$ cat src/rtl/multi_sqr_wave_gen_if.sv
// Configuration/output bundle for multi_sqr_wave_gen.
//   master : drives the write port (cfg_*) and sync, observes out/period_done
//   slave  : the generator itself
// Signals:
//   cfg_we       write strobe for the shadow registers of cfg_ch
//   cfg_ch       target channel; values >= NCH are ignored by the generator
//   cfg_hi/lo    high/low durations in ticks
//   cfg_en       channel enable
//   cfg_inv      output polarity invert
//   sync         restart prescaler and all running channels
//   out          waveform outputs, one per channel
//   period_done  1-clk pulse per channel at each period end
interface multi_sqr_wave_gen_if #(
   parameter int NCH = 4,
   parameter int CW  = 8
);
   localparam int CHW = (NCH > 1) ? $clog2(NCH) : 1;

   logic           cfg_we;
   logic [CHW-1:0] cfg_ch;
   logic [CW-1:0]  cfg_hi;
   logic [CW-1:0]  cfg_lo;
   logic           cfg_en;
   logic           cfg_inv;
   logic           sync;
   logic [NCH-1:0] out;
   logic [NCH-1:0] period_done;

   modport master (
      output cfg_we, cfg_ch, cfg_hi, cfg_lo, cfg_en, cfg_inv, sync,
      input  out, period_done
   );

   modport slave (
      input  cfg_we, cfg_ch, cfg_hi, cfg_lo, cfg_en, cfg_inv, sync,
      output out, period_done
   );
endinterface

$ cat src/rtl/multi_sqr_wave_gen.sv
// Multi-channel programmable square-wave generator.
// Each channel is HIGH for hi*TICK_DIV clocks, then LOW for lo*TICK_DIV clocks,
// repeating. Settings are written into per-channel shadow registers and only
// copied into the active registers at an IDLE start, a period end or a sync,
// so reprogramming never truncates or glitches a running waveform.
// Ports:
//   clk  clock
//   rst  synchronous reset, active-high
//   bus  slave side of multi_sqr_wave_gen_if (cfg write port, sync, out, period_done)
module multi_sqr_wave_gen #(
   parameter int NCH      = 4,
   parameter int CW       = 8,
   parameter int TICK_DIV = 10
) (
   input  logic                 clk,
   input  logic                 rst,
   multi_sqr_wave_gen_if.slave  bus
);
   localparam int CHW = (NCH > 1) ? $clog2(NCH) : 1;
   localparam int PW  = $clog2(TICK_DIV);

   localparam logic [1:0] S_IDLE = 2'd0;
   localparam logic [1:0] S_HIGH = 2'd1;
   localparam logic [1:0] S_LOW  = 2'd2;

   logic [PW-1:0] pre;
   logic          tick;

   // sync outranks a coincident tick, so the tick is masked here for all channels
   assign tick = (pre == PW'(TICK_DIV - 1)) && !bus.sync;

   always_ff @(posedge clk) begin
      if (rst || bus.sync) begin
         pre <= '0;
      end else if (pre == PW'(TICK_DIV - 1)) begin
         pre <= '0;
      end else begin
         pre <= pre + PW'(1);
      end
   end

   for (genvar g = 0; g < NCH; g++) begin : g_ch
      logic [CW-1:0] sh_hi, sh_lo;
      logic          sh_en, sh_inv;
      logic [CW-1:0] hi_a, lo_a, cnt;
      logic          inv_a;
      logic [1:0]    state;
      logic          pd;

      logic          wr, run_ok, hi_end, lo_end, pend, start, reload;
      logic [1:0]    load_state;

      // out-of-range cfg_ch never matches any g, so such writes are dropped
      assign wr     = bus.cfg_we && (bus.cfg_ch == CHW'(g));
      assign run_ok = sh_en && ((sh_hi | sh_lo) != '0);

      always_comb begin
         hi_end     = 1'b0;
         lo_end     = 1'b0;
         pend       = 1'b0;
         start      = 1'b0;
         reload     = 1'b0;
         load_state = S_IDLE;
         hi_end = (cnt == hi_a - CW'(1));
         lo_end = (cnt == lo_a - CW'(1));
         pend   = tick && (((state == S_HIGH) && hi_end && (lo_a == '0)) ||
                           ((state == S_LOW) && lo_end));
         start  = tick && (state == S_IDLE) && run_ok;
         reload = pend || start || (bus.sync && (state != S_IDLE));
         if (run_ok) begin
            load_state = (sh_hi != '0) ? S_HIGH : S_LOW;
         end
      end

      // Reload reads the pre-edge shadow, so a same-edge write lands one period later.
      always_ff @(posedge clk) begin
         if (rst) begin
            sh_hi  <= '0;
            sh_lo  <= '0;
            sh_en  <= 1'b0;
            sh_inv <= 1'b0;
            hi_a   <= '0;
            lo_a   <= '0;
            inv_a  <= 1'b0;
            cnt    <= '0;
            state  <= S_IDLE;
            pd     <= 1'b0;
         end else begin
            if (wr) begin
               sh_hi  <= bus.cfg_hi;
               sh_lo  <= bus.cfg_lo;
               sh_en  <= bus.cfg_en;
               sh_inv <= bus.cfg_inv;
            end
            pd <= pend;
            if (reload) begin
               hi_a  <= sh_hi;
               lo_a  <= sh_lo;
               inv_a <= sh_inv;
               cnt   <= '0;
               state <= load_state;
            end else begin
               case (state)
                  S_IDLE: begin
                     inv_a <= sh_inv;
                     cnt   <= '0;
                  end
                  S_HIGH: begin
                     if (tick) begin
                        if (hi_end) begin
                           cnt   <= '0;
                           state <= S_LOW;
                        end else begin
                           cnt <= cnt + CW'(1);
                        end
                     end
                  end
                  S_LOW: begin
                     if (tick) begin
                        cnt <= cnt + CW'(1);
                     end
                  end
                  default: begin
                     state <= S_IDLE;
                     cnt   <= '0;
                  end
               endcase
            end
         end
      end

      assign bus.out[g]         = (state == S_HIGH) ^ inv_a;
      assign bus.period_done[g] = pd;
   end

endmodule
$ cat src/flat_wrapper.sv
// flat-port wrapper written by rule: the top's interface ports become plain ports
module multi_sqr_wave_gen_flat 
#(
   parameter int NCH      = 4,
   parameter int CW       = 8,
   parameter int TICK_DIV = 10
)
  (clk, rst, bus_cfg_we, bus_cfg_ch, bus_cfg_hi, bus_cfg_lo, bus_cfg_en, bus_cfg_inv, bus_sync, bus_out, bus_period_done);
  multi_sqr_wave_gen_if #(.NCH(NCH), .CW(CW)) bus_i ();
  input  logic clk;
  input  logic rst;
  input wire logic [$bits(bus_i.cfg_we)-1:0] bus_cfg_we;
  input wire logic [$bits(bus_i.cfg_ch)-1:0] bus_cfg_ch;
  input wire logic [$bits(bus_i.cfg_hi)-1:0] bus_cfg_hi;
  input wire logic [$bits(bus_i.cfg_lo)-1:0] bus_cfg_lo;
  input wire logic [$bits(bus_i.cfg_en)-1:0] bus_cfg_en;
  input wire logic [$bits(bus_i.cfg_inv)-1:0] bus_cfg_inv;
  input wire logic [$bits(bus_i.sync)-1:0] bus_sync;
  output wire logic [$bits(bus_i.out)-1:0] bus_out;
  output wire logic [$bits(bus_i.period_done)-1:0] bus_period_done;
  assign bus_i.cfg_we = bus_cfg_we;
  assign bus_i.cfg_ch = bus_cfg_ch;
  assign bus_i.cfg_hi = bus_cfg_hi;
  assign bus_i.cfg_lo = bus_cfg_lo;
  assign bus_i.cfg_en = bus_cfg_en;
  assign bus_i.cfg_inv = bus_cfg_inv;
  assign bus_i.sync = bus_sync;
  assign bus_out = bus_i.out;
  assign bus_period_done = bus_i.period_done;
  multi_sqr_wave_gen #(.NCH(NCH), .CW(CW), .TICK_DIV(TICK_DIV)) u_core (.clk(clk), .rst(rst), .bus(bus_i));
endmodule
$ cat config.mk
export PLATFORM = sky130hd
export DESIGN_NAME = multi_sqr_wave_gen_flat
export DESIGN_NICKNAME = d
export VERILOG_FILES = /design/src/rtl/multi_sqr_wave_gen_if.sv /design/src/rtl/multi_sqr_wave_gen.sv /design/src/flat_wrapper.sv
export SDC_FILE = /design/constraint.sdc
export NUM_CORES = 1
export LEC_CHECK = 0
export CORE_ASPECT_RATIO = 0.8
export CORE_MARGIN = 2
export CORE_UTILIZATION = 60
export DETAILED_ROUTE_END_ITERATION = 10
export MAX_ROUTING_LAYER = met4
export PLACE_DENSITY = 0.8
export SETUP_SLACK_MARGIN = 0.02
export SYNTH_ARGS = -nofsm -noshare
export SYNTH_HDL_FRONTEND = slang
export SYNTH_SLANG_ARGS = --single-unit
$ cat constraint.sdc
create_clock -name clk -period 7.2 [get_ports clk]
set_input_delay 0.72 -clock clk [delete_from_list [all_inputs] [get_ports clk]]
set_output_delay 0.72 -clock clk [all_outputs]
set_load 0.01 [all_outputs]
# == Yosys cells after proc, flatten, opt, wreduce, memory -nomap -nowiden ==
# Index checks and enable logic that the tools add are counted.
# totals
romBits,0
memories,0
inputBits,24
latch_bits,0
reg_bits,188
output_inout_bits,8
ramBits,0
# op_classes
eq_ne,40
n_mux,48
n_reduce_logical,93
n_shift,0
n_mul,0
addsub,13
bitwise,8
order_cmp,0
div_mod_pow,0
# ops
operator,count
$mux 8,12
$eq 8x8->1,8
$pmux 8 s2,4
$reduce_bool 8->1,8
$sub 8x1->8 const B,8
$mux 2,20
$logic_and 1x1->1,37
$add 8x1->8 const B,4
$logic_not 8->1,4
$or 8x8->8,4
$ne 2x1->1 const B,12
$ne 3x1->1 const B,8
$reduce_or 2->1,9
$pmux 2 s2,4
$reduce_bool 2->1,8
$logic_or 1x1->1,13
$eq 2x2->1 const B,6
$reduce_and 3->1,4
$eq 2x1->1 const B,5
$logic_not 2->1,5
$mux 1,8
$reduce_and 2->1,4
$add 4x1->4 const B,1
$eq 4x4->1 const B,1
other kinds (2),5

# == Logic depth before layout (Yosys ltp) ==
# Gate-level depths: netlist of the first run.
# logic_depth
word_depth,10
depth_mapped,13
mapped_depth_nobuf,9

# == Least setup slack after synthesis of the first run ==
# OpenSTA, ideal clock, no wires.
# synth_timing
path_kind,in2reg
from,input port bus_sync
to,register u_core.g_ch[3].hi_a[5]
stages,11
arrival_time_ns,2.602
setup_slack_ns,4.483
path_cell_list,clkbuf_1 nor4bb_1 buf_2 buf_2 o211ai_1 a21o_1 clkbuf_1 and2_1 buf_6 buf_6 a31o_1
# synth_via
elab_chain_len,6
word_cells_on_any_way,8
# synth_lines
item,line_no,rtl
start: declaration,flat_wrapper.sv:18,input wire logic [$bits(bus_i.sync)-1:0] bus_sync;
$logic_not 1->1,multi_sqr_wave_gen.sv:30,assign tick = (pre == PW'(TICK_DIV - 1)) && !bus.sync;
$logic_and 1x1->1,multi_sqr_wave_gen.sv:30,
$logic_and 1x1->1 (2 in a row),multi_sqr_wave_gen.sv:68,start = tick && (state == S_IDLE) && run_ok;
$logic_or 1x1->1,multi_sqr_wave_gen.sv:69,reload = pend || start || (bus.sync && (state != S_IDLE));
$logic_or 1x1->1 *,multi_sqr_wave_gen.sv:69,
end signal: assignment,multi_sqr_wave_gen.sv:97,hi_a <= sh_hi;
end: declaration,multi_sqr_wave_gen.sv:45,"logic [CW-1:0] hi_a, lo_a, cnt;"
# Mark *: on every way between the ends. The rest lies on a longest branch, timed or not.
# A chain may end at the register's enable or synchronous reset.

# == Final worst setup path of the first run ==
# layout_timing
from,input port bus_sync
to,register u_core.g_ch[0].cnt[3]
# layout_via
elab_chain_len,7
word_cells_on_any_way,12
# layout_lines
item,line_no,rtl
$logic_not 1->1,multi_sqr_wave_gen.sv:30,
$logic_and 1x1->1,multi_sqr_wave_gen.sv:30,
$logic_and 1x1->1 (2 in a row),multi_sqr_wave_gen.sv:68,
$logic_or 1x1->1 (2 in a row),multi_sqr_wave_gen.sv:69,
$reduce_or 2->1 (no line),--,
end signal: assignment,multi_sqr_wave_gen.sv:114,cnt <= cnt + CW'(1);
end signal: assignment,multi_sqr_wave_gen.sv:120,cnt <= cnt + CW'(1);
end: declaration,multi_sqr_wave_gen.sv:45,
# Several ways; a longest one is shown, not always the timed one.

==> summary.md, run 1 <==
| Metric | Value |
|---|---|
| Status | complete, no violations |
| Core area | 17200 um2 |
| Clock Skew | 0.00936 ns |
| Clock tree buffer depth | 2 |
| Post-DRT Antenna Nets | 0 |
| Peak VDD IR | 0.171 mV |
| Yosys warnings | 0 |
| Number of global-route vias before repair | 8486 |
| Clock tree from TritonCTS | yes |
| Vias | 9490 |
| Pins Over Slew Limit | 0 |
| Fmax | 0.245 GHz |
| # H-tree levels | 4 |
| Core Rows | 43 |
| Lkg Pwr | 4.02 nW |
| Clock Pin Slew Worst Setup and Hold Paths | 0.07 ns |
| Root Buffer | clkbuf_16 |
| Hold Violations, Final | 0 |
| First-pass GRT wire length | 42100 um |
| WP buf/inv | 2 |
| Synthesized Nets | 1367 |
| # setup viols final | 0 |
| NumNets Final | 1330 |
| Netlist cell types | 78 |
| GRT Overall Usage | 0.294 |
| CP max stage delay | 0.86 ns |
| Remaining global-route overflow | 0 |
| CTS sink cnt | 188 |
| Crit Path Category | input pin to register |
| Hold WS | 0.469 ns |
| Post-CTS Hold Fix Bufs | 0 |
| Most frequent cell after synthesis | nand2_1 |
| Syn Area/Cell | 7.90 um2 |
| Synth top area share | 0.362 |
| Total negative slack | 0 ns |
| DRC | 0 |
| Post-CTS setup buffer count | 0 |
| Post-Syn Area | 10400 um2 |
| Io pins | 32 |
| CP Cell Sequence | clkdlybuf4s50_1, nor4bb_4, buf_4, nand4_1, nor4b_1, o211ai_2, nand3_2, or4_1, o31ai_2 |
| Num CTS Buffers | 17 |
| Cells after Synth | 1317 |
| RSZ-0062 raised after global routing | no |
| Skew-Pair Late Insertion Delay | 0.43 ns |
| Minimum clock period after layout | 4.08 ns |
| Max-cap viol count | 0 |
| Crit Path Max Fanout | 27 |
| CP endpoint kind | register |
| CP required | 7.51 ns |
| Post-synth top cells | nand2_1, dfxtp_1, a21oi_1 |
| Iteration-0 DRC Markers | 710 |
| Vias per inst | 6.25 |
| Starting Density | 0.606 |
| Largest net degree at the start of global routing | 89 |
| Seq/Total Area, Yosys | 0.362 |
| Main synth FF type | dfxtp_1 |
| Number of gates resized after CTS | 0 |
| 1st-pass router iterations | 5 |
| Overall routed net length | 25700 um |
| Placer Congestion | 0.910 |
| Final period util | 0.567 |
| # port buffers | 31 |
| CP delay by family, top | simple AND/OR/NAND/NOR gates |
| Share of cells above drive strength 1 | 0.0882 |
| Die width | 151 um |
| Dominant cells by area after synthesis | dfxtp_1, nand2_1, a21oi_1 |
| Slowest-stage cell, CP | nor4bb_4 |
| Max_slew headroom | 0.276 |
| Worst-Margin Slew | 1.08 ns |
| Die ar. | 18400 um2 |
| Hold crit path type | register to register |
| Yosys reg bits | 188 |
| Number of synthesized flops with an enable pin | 0 |
| Critical Path AT | 4.39 ns |
| DIE HEIGHT | 122 um |
| Power Dens Cells | 186 nW/um2 |
| Crit start category | input pin |
| Initial antenna violation count | 0 |
| Wire length per cell | 16.9 um |
| Area Growth Syn to Fin | 8.00% |
| Ys async rst share | 0 |
| Dpl hpwl | 17900 um |
| ANT cells | 0 |
| Yosys top cell by area | dfxtp_1 |
[cells in the final DEF (no fill, tap or decap), drive strengths merged, types with 10 or more instances in the layout]
cell type	n
nand2	257
ha	26
clkbuf	17
o21ai	20
xor2	33
nor4	18
nand3	42
nor2	75
a211oi	23
nand4	17
dfxtp	188
inv	41
a21oi	154
xnor2	46
and3	10
nand3b	15
mux2i	26
or4	25
a31o	49
clkdlybuf4s50	30
nor3	31
[power breakdown]
part | internal (mW) | leakage [nW] | switching [mW] | total [mW]
Sequential | 1.05 | 1.52 | 0.0118 | 1.07
Clock | 0.491 | 0.281 | 0.440 | 0.931
Combinational | 0.0311 | 2.22 | 0.0642 | 0.0953
[state kept, by name (all words and copies together), names as in the netlist, 8 cells and up]
signal and cells:
u_core.g_ch.cnt 32, u_core.g_ch.hi_a 32, u_core.g_ch.lo_a 32, u_core.g_ch.sh_hi 32, u_core.g_ch.sh_lo 32, u_core.g_ch.state 8
[worst register-to-register path, stage by stage, from the launching register on]
cell and delay, ns:
dfxtp_1 0.38, ha_1 0.21, nor4bb_4 0.79, buf_4 0.43
nand4_1 0.15, nor4b_1 0.37, o211ai_2 0.17, nand3_2 0.51
or4_1 0.40, o31ai_2 0.11
[metrics by stage]
stage	cell area, um2	utilization	power (mW)	cells	setup slack, ns
after floorplan	10400	-	1.14	1317	4.48
after global placement	10700	0.621	1.18	1486	2.87
after detailed placement	10700	0.621	1.18	1486	2.73
after CTS	11200	0.655	2.10	1518	3.19
after global routing	11200	0.655	2.15	1518	2.93
final	11200	0.655	2.09	1518	3.12
[layer usage]
| metal | global-route usage | wire length (um) | vias up |
|---|---|---|---|
| met5 | - | 0 | - |
| met2 | 0.436 | 11400 | 357 |
| li1 | - | - | 4614 |
| met1 | 0.423 | 12100 | 4496 |
| met3 | 0.0506 | 1960 | 23 |
| met4 | 0.0607 | 266 | 0 |
[cell type report]
class / count / area [um2]
inverter: 32 / 120
clock buffer: 17 / 425
fill: 1439 / 5930
timing repair buffer: 38 / 360
clock inverter: 15 / 154
sequential: 188 / 3760
multi-input combinational: 1003 / 6130
tap: 225 / 282
[final timing paths]
path	start	end	slack, ns	depth (start not counted)
worst min-delay path	u_core.g_ch[3].sh_inv$_SDFFE_PP0P_	u_core.g_ch[3].sh_inv$_SDFFE_PP0P_	0.47	2
worst min register to register	u_core.g_ch[3].sh_inv$_SDFFE_PP0P_	u_core.g_ch[3].sh_inv$_SDFFE_PP0P_	0.47	2
worst max register to register	u_core.pre[0]$_SDFF_PP0_	u_core.g_ch[0].cnt[3]$_SDFFE_PP0P_	3.57	9
worst max-delay path	bus_sync	u_core.g_ch[0].cnt[3]$_SDFFE_PP0P_	3.12	9
[cells by family after synthesis]
group / count (synthesis) / share of synthesized area
XOR/XNOR: 79 / 0.0665
buffers and inverters: 126 / 0.0509
adder cells (fa/ha/maj): 26 / 0.0313
AO/OA/AOI/OAI: 327 / 0.212
flip-flops: 188 / 0.362
AND/OR/NAND/NOR: 543 / 0.250
multiplexers: 28 / 0.0275
No activity file was read; power rests on OpenSTA's default activity.
==> run 2: changes to the inputs <==
--- a/config.mk
+++ b/config.mk
@@ -7,10 +7,10 @@
 export LEC_CHECK = 0
 export CORE_ASPECT_RATIO = 0.8
 export CORE_MARGIN = 2
-export CORE_UTILIZATION = 60
+export CORE_UTILIZATION = 56
 export DETAILED_ROUTE_END_ITERATION = 10
 export MAX_ROUTING_LAYER = met4
-export PLACE_DENSITY = 0.8
+export PLACE_DENSITY = 0.79
 export SETUP_SLACK_MARGIN = 0.02
 export SYNTH_ARGS = -nofsm -noshare
 export SYNTH_HDL_FRONTEND = slang
==> constraint.sdc (replaced) <==
create_clock -name clk -period 3.32 [get_ports clk]
set_input_delay 0.332 -clock clk [delete_from_list [all_inputs] [get_ports clk]]
set_output_delay 0.332 -clock clk [all_outputs]
set_load 0.01 [all_outputs]
==> summary.md, run 2 (synthesis results as in run 1) <==
| Metric | Value |
|---|---|
| Status | complete, no violations |
| # H-tree levels | 4 (unchanged) |
| NumNets Final | 1340 (+0.75%) |
| Max-cap viol count | 0 (unchanged) |
| CP required | 3.67 ns (-3.84 ns) |
| Io pins | 32 (unchanged) |
| CP Depth | 10 (+1) |
| FF-to-FF End | u_core.g_ch[3].cnt[1]$_SDFFE_PP0P_ |
| Skew-Pair Late Insertion Delay | 0.44 ns (about the same) |
| Post-DRT Antenna Nets | 0 (unchanged) |
| Critical Path Start | u_core.g_ch[3].lo_a[0]$_SDFFE_PP0P_ |
| R2R depth | 10 (+1) |
| Hold crit path type | input pin to register |
| Worst-Margin Slew | 0.900 ns (-0.181 ns) |
| Inst Count DP | 1501 (+1.0%) |
| Root Buffer | clkbuf_16 |
| Hold Violations, Final | 0 (unchanged) |
| 1st-pass router iterations | 7 (+2) |
| Hold Path Depth | 2 (unchanged) |
| First-pass GRT wire length | 42700 um (+1.4%) |
| Pre-CTS WS | 0.333 ns (-2.39 ns) |
| R2r setup slk | 0.35 ns (-3.22 ns) |
| Clock Skew | 0.0143 ns (+0.00492 ns) |
| Pins Over Slew Limit | 0 (unchanged) |
| CTS sink cnt | 188 (unchanged) |
| WP buf/inv | 2 (unchanged) |
| Critical Path AT | 3.32 ns (-1.07 ns) |
| Sw Ratio | 0.251 (+0.00420) |
| Final Non-Filler Cells | 1533 (+0.99%) |
| Crit Path Max Fanout | 21 (-22%) |
| CP delay by family, top | simple AND/OR/NAND/NOR gates |
| Overall routed net length | 25800 um (+0.51%) |
| DRC | 0 (unchanged) |
| Die width | 156 um (+3.4%) |
| Die ar. | 19700 um2 (+6.9%) |
| Starting Density | 0.573 (-0.0335) |
| # setup viols final | 0 (unchanged) |
| Final setup margin | 0.349 ns (-2.77 ns) |
| Area Growth Syn to Fin | 9.03% |
| Slowest-stage cell, CP | or4b_1 |
| Commonest non-fill, non-tap cell in the layout | nand2_1 |
| Worst r2r src | u_core.g_ch[3].lo_a[0]$_SDFFE_PP0P_ |
| Core area | 18200 um2 (+5.9%) |
| GRT Overall Usage | 0.276 (-0.0179) |
| Remaining global-route overflow | 0 (unchanged) |
| Worst Setup EP | u_core.g_ch[3].cnt[1]$_SDFFE_PP0P_ |
| Post-CTS Hold Fix Bufs | 0 (unchanged) |
| Crit start category | register |
| Post-CTS setup buffer count | 0 (unchanged) |
| Clock Pin Slew Worst Setup and Hold Paths | 0.07 ns (about the same) |
| Peak VDD IR | 0.373 mV (+120%) |
| DIE HEIGHT | 126 um (+3.4%) |
| Num CTS Buffers | 17 (unchanged) |
| Wire length per cell | 16.9 um (-0.47%) |
| Sequential share of power | 0.513 (+0.004) |
| Vias | 9415 (-0.79%) |
| Lkg Pwr | 4.08 nW (+1.5%) |
| Max_slew headroom | 0.388 (+0.112) |
| Final Total Pwr | 4.50 mW (+120%) |
| Clock tree from TritonCTS | yes |
| # port buffers | 31 (unchanged) |
| Clock Power Share | 0.439 (-0.006) |
| RSZ-0062 raised after global routing | no |
| Most frequent cells in the layout | nand2_1, dfxtp_1, a21oi_1 |
| Hold WS | 0.304 ns (-0.165 ns) |
| CP Cell Sequence | inv_1, ha_1, or4b_1, or3_1, nand4_1, o211ai_2, a32oi_2, buf_4, nand3_1, nor3_1 |
| Logic pwr share | 0.047 (about the same) |
| ANT cells | 0 (unchanged) |
| Initial antenna violation count | 0 (unchanged) |
| Vias per inst | 6.14 (-1.8%) |
| Number of global-route vias before repair | 8461 (-0.29%) |
| Clock tree buffer depth | 2 (unchanged) |
| CP max stage delay | 0.51 ns (-0.35 ns) |
| Fmax | 0.337 GHz |
| Placed inst area | 10800 um2 (+1.1%) |
| Largest net degree at the start of global routing | 101 (+13%) |
| Final Util | 0.624 (-0.0303) |
| Number of gates resized after CTS | 0 (unchanged) |
| Iteration-0 DRC Markers | 824 (+16%) |
| Total negative slack | 0 ns (unchanged) |
| P_int | 3.37 mW (+110%) |
| Power Dens Cells | 397 nW/um2 (+110%) |
| Minimum clock period after layout | 2.97 ns |
| CP endpoint kind | register |
| Sw power | 1.13 mW (+120%) |
| Placer Congestion | 0.876 (-3.7%) |
| Core Rows | 44 (+2.3%) |
| Crit Path Category | register to register |
| Share of cells above drive strength 1 | 0.0952 (+0.00700) |
| Post-route cell area | 11300 um2 (+0.96%) |
| Dpl hpwl | 18500 um (+3.2%) |
| Final period util | 0.895 |
==> run 2: changes by cell type in the layout (fill, tap and decap cells not counted) <==
cell        previous run  this run
clkinv_4               2         4
bufinv_16              1         0
buf_12                 0         3
clkinv_2               1         0
clkbuf_8               0         1
clkinvlp_4             2         1
buf_4                  8        15
==> run 2: how the worst min path moves through the flow <==
stage,endpoint,slack [ns],start
after CTS,u_core.g_ch[3].pd$_SDFF_PP0_,0.29,rst
after detailed placement,u_core.pre[0]$_SDFF_PP0_,0.46,u_core.pre[0]$_SDFF_PP0_
final,u_core.g_ch[3].pd$_SDFF_PP0_,0.30,rst
after floorplan,u_core.pre[0]$_SDFF_PP0_,0.43,u_core.pre[0]$_SDFF_PP0_
after global routing,u_core.g_ch[2].sh_hi[0]$_SDFFE_PP0P_,0.31,rst
after global placement,u_core.pre[0]$_SDFF_PP0_,0.45,u_core.pre[0]$_SDFF_PP0_
==> run 2: power groups by stage <==
stage | sequential, mW | clock, mW | combinational [mW]
final | 2.31 | 1.98 | 0.212
after global routing | 2.31 | 2.09 | 0.234
after CTS | 2.31 | 1.99 | 0.209
after detailed placement | 2.36 | 0 | 0.207
after global placement | 2.36 | 0 | 0.204
after floorplan | 2.35 | 0 | 0.124
==> run 2: final cells by class <==
type                    instances  area, um2
fillers                      1595       6830
multi-input cells            1003       6130
repair buffers                 48        473
clock buffers                  18        439
clock inverters                14        129
well taps                     230        288
flip-flops and latches        188       3760
inverters                      32        120
==> run 2: routing by layer <==
metal	share of wire	vias up	track usage
met1	0.47	4431	0.400
met2	0.44	319	0.408
li1	-	4632	-
met5	0	-	-
met4	0.014	0	0.0653
met3	0.072	33	0.0392
==> run 3: changes to the inputs <==
--- a/config.mk
+++ b/config.mk
@@ -5,12 +5,13 @@
 export SDC_FILE = /design/constraint.sdc
 export NUM_CORES = 1
 export LEC_CHECK = 0
+export CAP_MARGIN = 20
 export CORE_ASPECT_RATIO = 0.8
 export CORE_MARGIN = 2
 export CORE_UTILIZATION = 56
 export DETAILED_ROUTE_END_ITERATION = 10
 export MAX_ROUTING_LAYER = met4
-export PLACE_DENSITY = 0.79
+export PLACE_DENSITY_LB_ADDON = 0.08
 export SETUP_SLACK_MARGIN = 0.02
 export SYNTH_ARGS = -nofsm -noshare
 export SYNTH_HDL_FRONTEND = slang
==> summary.md, run 3 (synthesis results as in run 1) <==
| Metric | Value |
|---|---|
| Status | complete, no violations |
| Hold WS | 0.295 ns (-0.00862 ns) |
| Met2 global-route usage | 0.394 (-0.0137) |
| Initial antenna violation count | 0 (unchanged) |
| Final Util | 0.627 (+0.00289) |
| Met3 Track Usage GR | 0.0468 (+0.00757) |
| Crit Path Max Fanout | 11 (-48%) |
| Overall routed net length | 26500 um (+2.6%) |
| Clock tree buffer depth | 2 (unchanged) |
| Post-DRT Antenna Nets | 0 (unchanged) |
| Peak VDD IR | 0.322 mV (-14%) |
| Final period util | 0.896 (about the same) |
| Largest net degree at the start of global routing | 68 (-33%) |
| Fill cell instance count of the final layout | 1657 (+3.9%) |
| Crit Path Category | register to register |
| Area Growth Syn to Fin | 9.54% |
| CTS sink cnt | 188 (unchanged) |
| Starting Density | 0.573 (unchanged) |
| RSZ-0062 raised after global routing | no |
| CP required | 3.67 ns (about the same) |
| Skew-Pair Late Insertion Delay | 0.45 ns (about the same) |
| Worst-Margin Slew | 0.706 ns (-0.194 ns) |
| Number of global-route vias before repair | 8177 (-3.4%) |
| # port buffers | 31 (unchanged) |
| Minimum clock period after layout | 2.97 ns (+0.00239 ns) |
| Io pins | 32 (unchanged) |
| NumNets Final | 1344 (+0.30%) |
| Worst r2r src | u_core.g_ch[0].hi_a[0]$_SDFFE_PP0P_ |
| # H-tree levels | 4 (unchanged) |
| Most frequent cells in the layout | nand2_1, dfxtp_1, a21oi_1 |
| R2r setup slk | 0.35 ns (about the same) |
| Pins Over Slew Limit | 0 (unchanged) |
| Fmax | 0.336 GHz (about the same) |
| Max_slew headroom | 0.527 (+0.139) |
| Core area | 18200 um2 (unchanged) |
| Die ar. | 19700 um2 (unchanged) |
| 1st-pass router iterations | 5 (-2) |
| Commonest non-fill, non-tap cell in the layout | nand2_1 |
| First-pass GRT wire length | 43300 um (+1.4%) |
| CP endpoint kind | register |
| Post-CTS setup buffer count | 0 (unchanged) |
| Critical Path AT | 3.33 ns (about the same) |
| Lkg Pwr | 4.10 nW (+0.47%) |
| Core Rows | 44 (unchanged) |
| Vias per inst | 6.08 (-0.99%) |
| Num CTS Buffers | 17 (unchanged) |
| Vias | 9346 (-0.73%) |
| Max-cap viol count | 0 (unchanged) |
| GRT Overall Usage | 0.281 (+0.00502) |
| Hold crit path type | input pin to register |
| Most Crowded Layer GR | met1 |
| DRC | 0 (unchanged) |
| Clock Pin Slew Worst Setup and Hold Paths | 0.08 ns (about the same) |
| Hold Violations, Final | 0 (unchanged) |
| Iteration-0 DRC Markers | 723 (-12%) |
| Critical Path Start | u_core.g_ch[0].hi_a[0]$_SDFFE_PP0P_ |
| Dpl hpwl | 18600 um (+0.59%) |
| Die width | 156 um (unchanged) |
| Post-CTS Hold Fix Bufs | 0 (unchanged) |
| Root Buffer | clkbuf_16 |
| Met1 usage | 0.428 (+0.0273) |
| Clock Skew | 0.0144 ns (+0.0000815 ns) |
| ANT cells | 0 (unchanged) |
| Crit start category | register |
| Number of gates resized after CTS | 0 (unchanged) |
| Wire length per cell | 17.2 um (+2.3%) |
| Hold Crit Start | rst |
| Power Dens Cells | 407 nW/um2 (+2.6%) |
| Placer Congestion | 0.854 (-2.5%) |
| Share of cells above drive strength 1 | 0.0972 (+0.00200) |
| Total negative slack | 0 ns (unchanged) |
| DIE HEIGHT | 126 um (unchanged) |
| Clock tree from TritonCTS | yes |
| Remaining global-route overflow | 0 (unchanged) |
| # setup viols final | 0 (unchanged) |
## run 3: cell types whose count changed in the layout (fill, tap and decap cells not counted), sizes merged
cell / before / now
bufinv: 0 / 2
buf: 18 / 22
clkinvlp: 1 / 3
inv: 41 / 39
clkinv: 4 / 2
## run 3: stage by stage
step,cell area (um2),power (mW),cells,setup WS [ns]
finish,11400,4.64,1537,0.347
global route,11400,4.79,1537,0.138
CTS,11400,4.66,1537,0.372
detailed placement,10800,2.58,1505,0.204
global placement,10800,2.57,1505,0.263
floorplan,10400,2.48,1317,0.619
## run 3: cell type report
| type | count | area (um2) | area share |
|---|---|---|---|
| multi-input cells | 1003 | 6130 | 0.538 |
| flip-flops and latches | 188 | 3760 | 0.330 |
| repair buffers | 52 | 490 | 0.0430 |
| clock buffers | 18 | 429 | 0.0377 |
| well taps | 230 | 288 | 0.0253 |
| clock inverters | 14 | 174 | 0.0153 |
| inverters | 32 | 120 | 0.0105 |
## run 3: power breakdown
| group | switching (mW) | leakage (nW) | internal (mW) | total, mW |
|---|---|---|---|---|
| combinational | 0.145 | 2.30 | 0.0715 | 0.217 |
| clock | 0.972 | 0.285 | 1.14 | 2.11 |
| sequential | 0.0247 | 1.52 | 2.28 | 2.31 |
## run 3: worst paths after layout
| path | to | depth (start not counted) |
|---|---|---|
| setup / recovery | u_core.g_ch[0].cnt[5]$_SDFFE_PP0P_ | 9 |
| hold / removal | u_core.g_ch[0].hi_a[0]$_SDFFE_PP0P_ | 2 |
| setup reg to reg | u_core.g_ch[0].cnt[5]$_SDFFE_PP0P_ | 9 |
| hold reg to reg | u_core.g_ch[2].sh_inv$_SDFFE_PP0P_ | 2 |
## run 3: critical path: stages, from the launching register on
cell and delay, ns:
dfxtp_1 0.43, inv_1 0.07, ha_1 0.26, or3b_2 0.23
and3b_1 0.17, o2111a_1 0.24, o211ai_1 0.19, nand3_2 0.28
or4_1 0.73, o31ai_2 0.26
## run 3: per-layer routing
layer / share of wire / wire [um] / vias up
met1: 0.51 / 13600 / 4458
met2: 0.42 / 11200 / 226
li1: - / - / 4645
met3: 0.055 / 1470 / 17
met5: 0 / 0 / -
met4: 0.0086 / 228 / 0
